==> src/rtl/mult_div_unit.sv <==
// Multicycle shift-add multiplier / restoring divider for MIPS mult/multu/div/divu.
// Owns HI/LO; one iteration per clock, WIDTH iterations per operation.
module mult_div_unit #(
  parameter int WIDTH = 32
) (
  input  logic             clk,
  input  logic             reset,
  input  logic             start,
  input  logic [1:0]       op,
  input  logic [WIDTH-1:0] a,
  input  logic [WIDTH-1:0] b,
  output logic             busy,
  output logic             done,
  output logic             div_zero,
  output logic [WIDTH-1:0] hi,
  output logic [WIDTH-1:0] lo
);

  localparam int CW = $clog2(WIDTH);
  localparam logic [CW-1:0] LAST = CW'(WIDTH - 1);

  typedef enum logic [2:0] {IDLE, PREP, RUN, FIX, DONE} state_t;

  state_t r_state;
  state_t w_next;

  logic [1:0]       r_op;
  logic [WIDTH-1:0] r_acc;
  logic [WIDTH-1:0] r_shift;
  logic [WIDTH-1:0] r_opnd;
  logic [WIDTH-1:0] r_hi;
  logic [WIDTH-1:0] r_lo;
  logic [CW-1:0]    r_count;
  logic             r_resNeg;
  logic             r_remNeg;
  logic             r_divZero;

  logic             w_startDivZero;
  logic             w_lastIter;
  logic [WIDTH:0]   w_sum;
  logic [WIDTH:0]   w_trial;
  logic             w_trialOk;
  logic [2*WIDTH-1:0] w_prod;
  logic [2*WIDTH-1:0] w_prodNeg;

  assign w_startDivZero = op[1] && (b == '0);
  assign w_lastIter     = (r_count == LAST);

  // r_acc is acc_hi for mult and the partial remainder for div; r_shift is mplier/quotient.
  assign w_sum     = {1'b0, r_acc} + (r_shift[0] ? {1'b0, r_opnd} : '0);
  assign w_trial   = {r_acc, r_shift[WIDTH-1]} - {1'b0, r_opnd};
  assign w_trialOk = ~w_trial[WIDTH];
  assign w_prod    = {r_acc, r_shift};
  assign w_prodNeg = -w_prod;

  always_ff @(posedge clk) begin
    if (reset) r_state <= IDLE;
    else        r_state <= w_next;
  end

  always_comb begin
    w_next = r_state;
    case (r_state)
      IDLE:    if (start) w_next = w_startDivZero ? DONE : PREP;
      PREP:    w_next = RUN;
      RUN:     if (w_lastIter) w_next = FIX;
      FIX:     w_next = DONE;
      DONE:    w_next = IDLE;
      default: w_next = IDLE;
    endcase
  end

  always_ff @(posedge clk) begin
    if (reset) begin
      r_op      <= '0;
      r_acc     <= '0;
      r_shift   <= '0;
      r_opnd    <= '0;
      r_hi      <= '0;
      r_lo      <= '0;
      r_count   <= '0;
      r_resNeg  <= 1'b0;
      r_remNeg  <= 1'b0;
      r_divZero <= 1'b0;
    end else begin
      case (r_state)
        IDLE: begin
          if (start) begin
            r_op      <= op;
            r_shift   <= a;
            r_opnd    <= b;
            r_divZero <= w_startDivZero;
          end
        end
        PREP: begin
          r_acc   <= '0;
          r_count <= '0;
          if (!r_op[0]) begin
            r_shift  <= r_shift[WIDTH-1] ? -r_shift : r_shift;
            r_opnd   <= r_opnd[WIDTH-1] ? -r_opnd : r_opnd;
            r_resNeg <= r_shift[WIDTH-1] ^ r_opnd[WIDTH-1];
            r_remNeg <= r_shift[WIDTH-1];
          end else begin
            r_resNeg <= 1'b0;
            r_remNeg <= 1'b0;
          end
        end
        RUN: begin
          r_count <= r_count + 1'b1;
          if (!r_op[1]) begin
            r_acc   <= w_sum[WIDTH:1];
            r_shift <= {w_sum[0], r_shift[WIDTH-1:1]};
          end else if (w_trialOk) begin
            r_acc   <= w_trial[WIDTH-1:0];
            r_shift <= {r_shift[WIDTH-2:0], 1'b1};
          end else begin
            r_acc   <= {r_acc[WIDTH-2:0], r_shift[WIDTH-1]};
            r_shift <= {r_shift[WIDTH-2:0], 1'b0};
          end
        end
        FIX: begin
          // Sign fix-up of the magnitude result happens as HI/LO are loaded.
          if (r_op[1]) begin
            r_lo <= r_resNeg ? -r_shift : r_shift;
            r_hi <= r_remNeg ? -r_acc : r_acc;
          end else if (r_resNeg) begin
            r_hi <= w_prodNeg[2*WIDTH-1:WIDTH];
            r_lo <= w_prodNeg[WIDTH-1:0];
          end else begin
            r_hi <= w_prod[2*WIDTH-1:WIDTH];
            r_lo <= w_prod[WIDTH-1:0];
          end
        end
        default: ;
      endcase
    end
  end

  assign busy     = (r_state != IDLE);
  assign done     = (r_state == DONE);
  assign div_zero = r_divZero;
  assign hi       = r_hi;
  assign lo       = r_lo;

endmodule

==> config.mk <==
export PLATFORM = sky130hd
export DESIGN_NAME = mult_div_unit
export DESIGN_NICKNAME = d
export VERILOG_FILES = /design/src/rtl/mult_div_unit.sv
export SDC_FILE = /design/constraint.sdc
export NUM_CORES = 1
export LEC_CHECK = 0
export CELL_PAD_IN_SITES_DETAIL_PLACEMENT = 0
export CELL_PAD_IN_SITES_GLOBAL_PLACEMENT = 2
export CORE_UTILIZATION = 36
export DETAILED_ROUTE_END_ITERATION = 8
export PLACE_DENSITY_LB_ADDON = 0.1
export SLEW_MARGIN = 25
export SYNTH_ARGS = -nofsm -noshare
export SYNTH_HDL_FRONTEND = slang
export SYNTH_SLANG_ARGS = --single-unit
==> constraint.sdc <==
create_clock -name clk -period 7.75 [get_ports clk]
set_input_delay 1.55 -clock clk [delete_from_list [all_inputs] [get_ports clk]]
set_output_delay 1.55 -clock clk [all_outputs]
set_load 0.01 [all_outputs]
==> summary.md, run 1 <==
| Metric | Value |
|---|---|
| Startpoint types | register |
| Final core occ | 0.428 |
| Pins Over Slew Limit | 0 |
| Post-synth EDFFs | 0 |
| YS warnings | 0 |
| Area delta synth->final | 16.9% |
| CP Launch Point | r_shift[31]$_SDFFE_PP0P_ |
| Buffers on Ports | 135 |
| Ports | 136 |
| Top-area cell type share of the netlist area | 0.251 |
| Top post-synthesis cells by area | dfxtp_1 (25%), nor2_1 (6.6%), ha_1 (6.4%) |
| Largest net degree at the start of global routing | 94 |
| Maximum VDD drop | 0.000180 V |
| Initial core utilization | 0.366 |
| Most frequent cells in the layout | nor2_1 (240), dfxtp_1 (172), a21oi_1 (164) |
| Design Area, Final | 0.0161 sq mm |
| Ys flop type | dfxtp_1 |
| Run status | finished clean |
| RR Startpoint | r_shift[31]$_SDFFE_PP0P_ |
| DRC Markers | 0 |
| ANT cells | 0 |
| Minimum clock period | 4.53 ns |
| Cells after Synth | 1876 |
| Clock Latency Late Sink | 0.46 ns |
| Post-place instance area | 0.0155 sq mm |
| Final Hold Vio Count | 0 |
| Reg2reg setup slack | 3.22 ns |
| CTS tree | yes |
| Crit path required time | 8.08 ns |
| Ys async rst share | 0 |
| R2R Path End | r_acc[31]$_SDFFE_PP0N_ |
| Clk_skew | 0.0121 ns |
| Clock power frac | 0.356 |
| Rel. slew slack | 0.256 |
| Count of different cell masters after synthesis | 81 |
| RD Place Congestion | 0.867 |
| Hold WS | 0.449 ns |
| Comb pwr share | 0.284 |
| Pre-CTS setup slack | 3.30 ns |
| Seq pwr share | 0.360 |
| CTS sink cnt | 173 |
| Post-synthesis area per instance | 7.35 sq um |
| Total grt overflow | 0 |
| P_int | 1.83 mW |
| Clk pin slew, worst setup/hold paths | 0.07 ns |
| Start point of the worst hold path | hi[26]$_SDFFE_PP0P_ |
| CTS H-tree lvls | 4 |
| NetSw | 0.965 mW |
| Pre-antenna DRT Iters | 6 |
| Detail Placement HPWL | 36.8 mm |
| Routed wire length | 50.6 mm |
| Final worst path period share | 0.584 |
| Worst min-delay path class | reg -> reg |
| Worst Tran Pin Value | 1.11 ns |
| Number of setup violations in the final report | 0 |
| Pwr Density | 173 mW/mm^2 |
| Leak Pwr | 6.05 nW |
| Crit path kind | reg -> reg |
| Die Height | 198 um |
| Post-synth top area cell | dfxtp_1 |
| CTS Buf Count | 17 |
| Commonest non-fill, non-tap cell in the layout | nor2_1 |
| WL/cell | 20.7 um |
| Final Worst Setup Slack | 3.22 ns |
| Worst-path fanout max | 25 |
| Number of global-route vias before repair | 12900 |
| Post-cts sizing count | 0 |
| Peak Freq | 221 MHz |
| Root Driver | clkbuf_16 |
| Die width | 198 um |
| Antenna viol nets, final | 0 |
| Routed vias/inst | 5.75 |
| Sw frac | 0.345 |
| Seq/Total Area, Yosys | 0.251 |
| Crit. End Element | register |
| Unrepaired setup endpoints after global routing | false |
| FP Rows | 71 |
| Critical path endpoint | r_acc[31]$_SDFFE_PP0N_ |
| Final net count | 2062 |
| Initial antenna violation count | 0 |
| WP data arrival | 4.86 ns |
| First-pass GRT wire length | 77.3 mm |
| R2R cell count | 12 |
| Die area | 0.0391 sq mm |
| Max-cap violations | 0 |
| FF+latch count, synth | 173 |
| Iter 0 DRT Violations | 1007 |
| DR vias | 14100 |
| Post-synthesis cell area | 0.0138 sq mm |
| TNS Setup | 0 ns |
| Maximum root-to-sink buffer count | 2 |
| Syn nets | 2017 |
| Hold_buf cts | 0 |
| Share of layout cells above drive strength 1 | 0.0538 |
| Core area | 0.0377 sq mm |
| Post-CTS setup repair buffer count | 0 |
| Gr usage total | 0.254 |
[synthesized netlist by cell type (18+ instances only)]
library cell / number
mux2i_1: 34
xor2_1: 62
nor4_1: 22
a211oi_1: 77
a21o_1: 23
a22oi_1: 28
mux2_2: 19
nor2_1: 242
nor3_1: 60
o21ai_0: 129
nand4_1: 18
clkbuf_1: 114
inv_1: 58
nand3_1: 46
o211ai_1: 20
or3_1: 23
a222oi_1: 18
ha_1: 70
a21oi_1: 164
nor2b_1: 20
nand2_1: 153
dfxtp_1: 173
xnor2_1: 55
[worst max-delay path, cell delays in order, from the launching register on]
cell and delay [ns]:
dfxtp_1 0.59, inv_1 0.24, ha_1 0.28, fa_1 0.39
nand2b_1 0.19, a21oi_1 0.52, o211ai_1 0.22, nand4b_1 0.28
and4_1 0.31, nor3_4 0.10, nor2_4 0.76, nor4b_1 0.12
a2111oi_0 0.41
[cell families after synthesis]
kind of cell | after synthesis | share of synthesized area
AO/OA/AOI/OAI | 601 | 0.282
XOR/XNOR | 117 | 0.0743
adder cells (fa/ha/maj) | 72 | 0.0664
buffers and inverters | 194 | 0.0551
flip-flops | 173 | 0.251
multiplexers | 53 | 0.0402
AND/OR/NAND/NOR | 666 | 0.231
[power by group through the flow]
stage	clock network, mW	logic [mW]	registers [mW]
4_1_cts	1.01	0.793	1.01
6_report	0.994	0.793	1.01
3_5_place_dp	0	0.789	1.03
5_1_grt	1.04	0.870	1.01
2_1_floorplan	0	0.572	0.989
3_3_place_gp	0	0.790	1.03
[state kept, by name, indices dropped and copies added (netlist names)]
register  flops
r_resNeg      1
r_acc        32
r_op          2
r_state       3
lo           32
r_opnd       32
r_count       5
div_zero      1
r_shift      32
hi           32
r_remNeg      1
[metrics by stage]
| step | power [mW] | std cells |
|---|---|---|
| after global routing | 2.93 | 2444 |
| final | 2.79 | 2444 |
| after global placement | 1.82 | 2413 |
| after CTS | 2.81 | 2444 |
| after detailed placement | 1.82 | 2413 |
| after floorplan | 1.56 | 1876 |
[per-layer routing]
layer	part of all wire	global-route usage	up-vias	wire, um
met1	0.48	0.352	6696	24200
met5	0	0	-	0
met3	0.042	0.0300	55	2100
met4	0.021	0.0781	0	1080
met2	0.46	0.411	332	23200
li1	-	-	6974	-
[worst min-delay path by stage]
stage / to / slack [ns] / cells after the start
after global placement: hi[4]$_SDFFE_PP0P_ / 0.44 / 2
after detailed placement: hi[22]$_SDFFE_PP0P_ / 0.45 / 2
final: hi[26]$_SDFFE_PP0P_ / 0.45 / 2
after global routing: hi[18]$_SDFFE_PP0P_ / 0.48 / 2
after floorplan: r_opnd[0]$_SDFFE_PP0P_ / 0.46 / 2
after CTS: hi[22]$_SDFFE_PP0P_ / 0.45 / 2
[cell type report]
| class | instances | area (sq um) |
|---|---|---|
| Clock buffer | 21 | 460 |
| Clock inverter | 10 | 185 |
| Fill cell | 3984 | 21500 |
| Sequential cell | 173 | 3460 |
| Multi-Input combinational cell | 1509 | 9610 |
| Tap cell | 511 | 639 |
| Inverter | 58 | 218 |
| Timing Repair Buffer | 162 | 1550 |
(Power assumes the default switching activity.)
==> inputs of run 2 (changes only) <==
--- a/config.mk
+++ b/config.mk
@@ -7,7 +7,7 @@
 export LEC_CHECK = 0
 export CELL_PAD_IN_SITES_DETAIL_PLACEMENT = 0
 export CELL_PAD_IN_SITES_GLOBAL_PLACEMENT = 2
-export CORE_UTILIZATION = 36
+export CORE_UTILIZATION = 31
 export DETAILED_ROUTE_END_ITERATION = 8
 export PLACE_DENSITY_LB_ADDON = 0.1
 export SLEW_MARGIN = 25
==> constraint.sdc (replaced) <==
create_clock -name clk -period 3.8 [get_ports clk]
set_input_delay 0.76 -clock clk [delete_from_list [all_inputs] [get_ports clk]]
set_output_delay 0.76 -clock clk [all_outputs]
set_load 0.01 [all_outputs]
==> run 2 against run 1 <==
Net effect:
- routed wire length increased by 11%
- final cell count increased by 5.9%
- critical path depth is 1 lower
- sequential share of layout area down 0.80 points
- clock skew is 0.0053 ns higher
- maximum frequency up 32%
==> summary.md, run 2 (same netlist as run 1, synthesis figures left out) <==
| Metric | Value |
|---|---|
| Initial antenna violation count | 1 (was 0) |
| Final Worst Setup Slack | 0.381 ns (was 3.22 ns) |
| Die Height | 213 um (was 198 um) |
| WP data arrival | 3.84 ns (was 4.86 ns) |
| Placed insts | 2557 (was 2413) |
| CTS sink cnt | 173 (unchanged) |
| ANT cells | 0 (unchanged) |
| Pre-antenna DRT Iters | 5 (was 6) |
| Initial core utilization | 0.317 (was 0.366) |
| Crit path kind | reg -> reg (unchanged) |
| Worst Tran Pin Value | 0.915 ns (was 1.11 ns) |
| Peak Freq | 292 MHz (was 221 MHz) |
| Hold_buf cts | 0 (unchanged) |
| CTS H-tree lvls | 4 (unchanged) |
| Maximum VDD drop | 0.000287 V (was 0.000180 V) |
| Slowest CP cell | a221oi_1 (was nor2_4) |
| Minimum clock period | 3.42 ns (was 4.53 ns) |
| Start point of the worst hold path | hi[4]$_SDFFE_PP0P_ (was hi[26]$_SDFFE_PP0P_) |
| Pwr Density | 336 mW/mm^2 (was 173 mW/mm^2) |
| Fin cells | 2589 (was 2444) |
| Buffers on Ports | 135 (unchanged) |
| Run status | finished clean (unchanged) |
| Gr usage total | 0.249 (was 0.254) |
| Sw frac | 0.377 (was 0.345) |
| DRC Markers | 0 (unchanged) |
| Comb pwr share | 0.308 (was 0.284) |
| Grt met2 use | 0.429 (was 0.411) |
| CTS Buf Count | 17 (unchanged) |
| Most frequent cells in the layout | nor2_1 (240), dfxtp_1 (172), a21oi_1 (163) (was nor2_1 (240), dfxtp_1 (172), a21oi_1 (164)) |
| Clock Latency Late Sink | 0.51 ns (was 0.46 ns) |
| Crit. End Element | register (unchanged) |
| Routed wire length | 56.0 mm (was 50.6 mm) |
| Ports | 136 (unchanged) |
| Seq pwr share | 0.363 (was 0.360) |
| Max-cap violations | 0 (unchanged) |
| Core area | 0.0435 sq mm (was 0.0377 sq mm) |
| CP Launch Point | r_opnd[13]$_SDFFE_PP0P_ (was r_shift[31]$_SDFFE_PP0P_) |
| Routed vias/inst | 5.56 (was 5.75) |
| Antenna viol nets, final | 0 (unchanged) |
| Clk pin slew, worst setup/hold paths | 0.08 ns (was 0.07 ns) |
| Clk_skew | 0.0174 ns (was 0.0121 ns) |
| Met3 usage | 0.0385 (was 0.0300) |
| Worst min-delay path class | reg -> reg (unchanged) |
| Largest stage delay on the critical path | 0.41 ns (was 0.76 ns) |
| Share of layout cells above drive strength 1 | 0.0898 (was 0.0538) |
| Final Hold Vio Count | 0 (unchanged) |
| WL/cell | 21.6 um (was 20.7 um) |
| Pre-CTS setup slack | 0.265 ns (was 3.30 ns) |
| RD Place Congestion | 0.902 (was 0.867) |
| Rel. slew slack | 0.387 (was 0.256) |
| Root Driver | clkbuf_16 (unchanged) |
| Crit path required time | 4.22 ns (was 8.08 ns) |
| Maximum root-to-sink buffer count | 2 (unchanged) |
| Pins Over Slew Limit | 0 (unchanged) |
| Largest net degree at the start of global routing | 143 (was 94) |
| Power consumption | 5.63 mW (was 2.79 mW) |
| FP Rows | 76 (was 71) |
| Worst-path fanout max | 12 (was 25) |
| Die width | 213 um (was 198 um) |
| Final worst path period share | 0.900 (was 0.584) |
| Final net count | 2132 (was 2062) |
| Iter 0 DRT Violations | 985 (was 1007) |
| Commonest non-fill, non-tap cell in the layout | nor2_1 (unchanged) |
| NetSw | 2.12 mW (was 0.965 mW) |
| First-pass GRT wire length | 84.2 mm (was 77.3 mm) |
| CTS tree | yes (unchanged) |
| Crit path cell chain | inv_1, ha_1, a21oi_1, inv_1, a221oi_1, nand4b_1, and4_1, o21ai_1, nand2_2, or3_1, a311oi_1 (was inv_1, ha_1, fa_1, nand2b_1, a21oi_1, o211ai_1, nand4b_1, and4_1, nor3_4, nor2_4, nor4b_1, a2111oi_0) |
| Detail Placement HPWL | 42.9 mm (was 36.8 mm) |
| Total grt overflow | 0 (unchanged) |
| DR vias | 14400 (was 14100) |
| Number of global-route vias before repair | 13700 (was 12900) |
| Startpoint types | register (unchanged) |
| GR peak layer | met2 (unchanged) |
| GRT met1 Usage | 0.320 (was 0.352) |
| P_int | 3.51 mW (was 1.83 mW) |
| Clock power frac | 0.329 (was 0.356) |
| Area delta synth->final | 21.4% (was 16.9%) |
| TNS Setup | 0 ns (unchanged) |
| Hold WS | 0.453 ns (was 0.449 ns) |
| Unrepaired setup endpoints after global routing | false (unchanged) |
| Leak Pwr | 6.39 nW (was 6.05 nW) |
| RR Startpoint | r_opnd[13]$_SDFFE_PP0P_ (was r_shift[31]$_SDFFE_PP0P_) |
| Number of setup violations in the final report | 0 (unchanged) |
| Die area | 0.0453 sq mm (was 0.0391 sq mm) |
| Crit path top cell by count | inv_1 |
run 2: what timing repair did:
action | 4_1_cts | 5_1_grt
resized for setup | 0 | 3
buffers inserted | 0 | 0
setup endpoints to repair | 0 | 2
run 2: cell type report:
type / instances / area, sq um
repair buffers: 232 / 2140
clock inverters: 15 / 156
flip-flops and latches: 173 / 3460
clock buffers: 17 / 425
multi-input cells: 1509 / 9610
inverters: 58 / 218
well taps: 585 / 732
fillers: 4694 / 26700
run 2: final timing paths:
| path | endpoint | slack, ns | cells after the start |
|---|---|---|---|
| setup reg to reg | r_acc[1]$_SDFFE_PP0N_ | 0.38 | 11 |
| setup / recovery | r_acc[1]$_SDFFE_PP0N_ | 0.38 | 11 |
| hold reg to reg | hi[4]$_SDFFE_PP0P_ | 0.45 | 2 |
| hold / removal | hi[4]$_SDFFE_PP0P_ | 0.45 | 2 |
run 2: power by group through the flow:
stage          combinational (mW)  clock (mW)  sequential (mW)
3_5_place_dp                 1.73           0             2.08
5_1_grt                      1.90        1.97             2.06
4_1_cts                      1.74        1.92             2.04
3_3_place_gp                 1.74           0             2.08
6_report                     1.74        1.85             2.04
2_1_floorplan                1.17           0             2.02
run 2: stage by stage:
stage / cell area (sq um) / utilization
global placement: 16200 / 0.372
global route: 16700 / 0.385
CTS: 16700 / 0.385
detailed placement: 16200 / 0.372
floorplan: 13800 / -
finish: 16700 / 0.385
run 2: critical path, delay by kind of cell (launching register included):
| kind | cells | cell delay (ns) |
|---|---|---|
| AND/OR/NAND/NOR | 4 | 1.22 |
| AO/OA/AOI/OAI | 4 | 1.20 |
| adder cells (fa/ha/maj) | 1 | 0.40 |
| flip-flops | 1 | 0.34 |
| buffers and inverters | 2 | 0.16 |
run 2: per-layer routing:
| metal | vias up | share of wire |
|---|---|---|
| met4 | 0 | 0.017 |
| met2 | 311 | 0.49 |
| met3 | 52 | 0.043 |
| li1 | 7126 | - |
| met1 | 6906 | 0.45 |
| met5 | - | 0 |
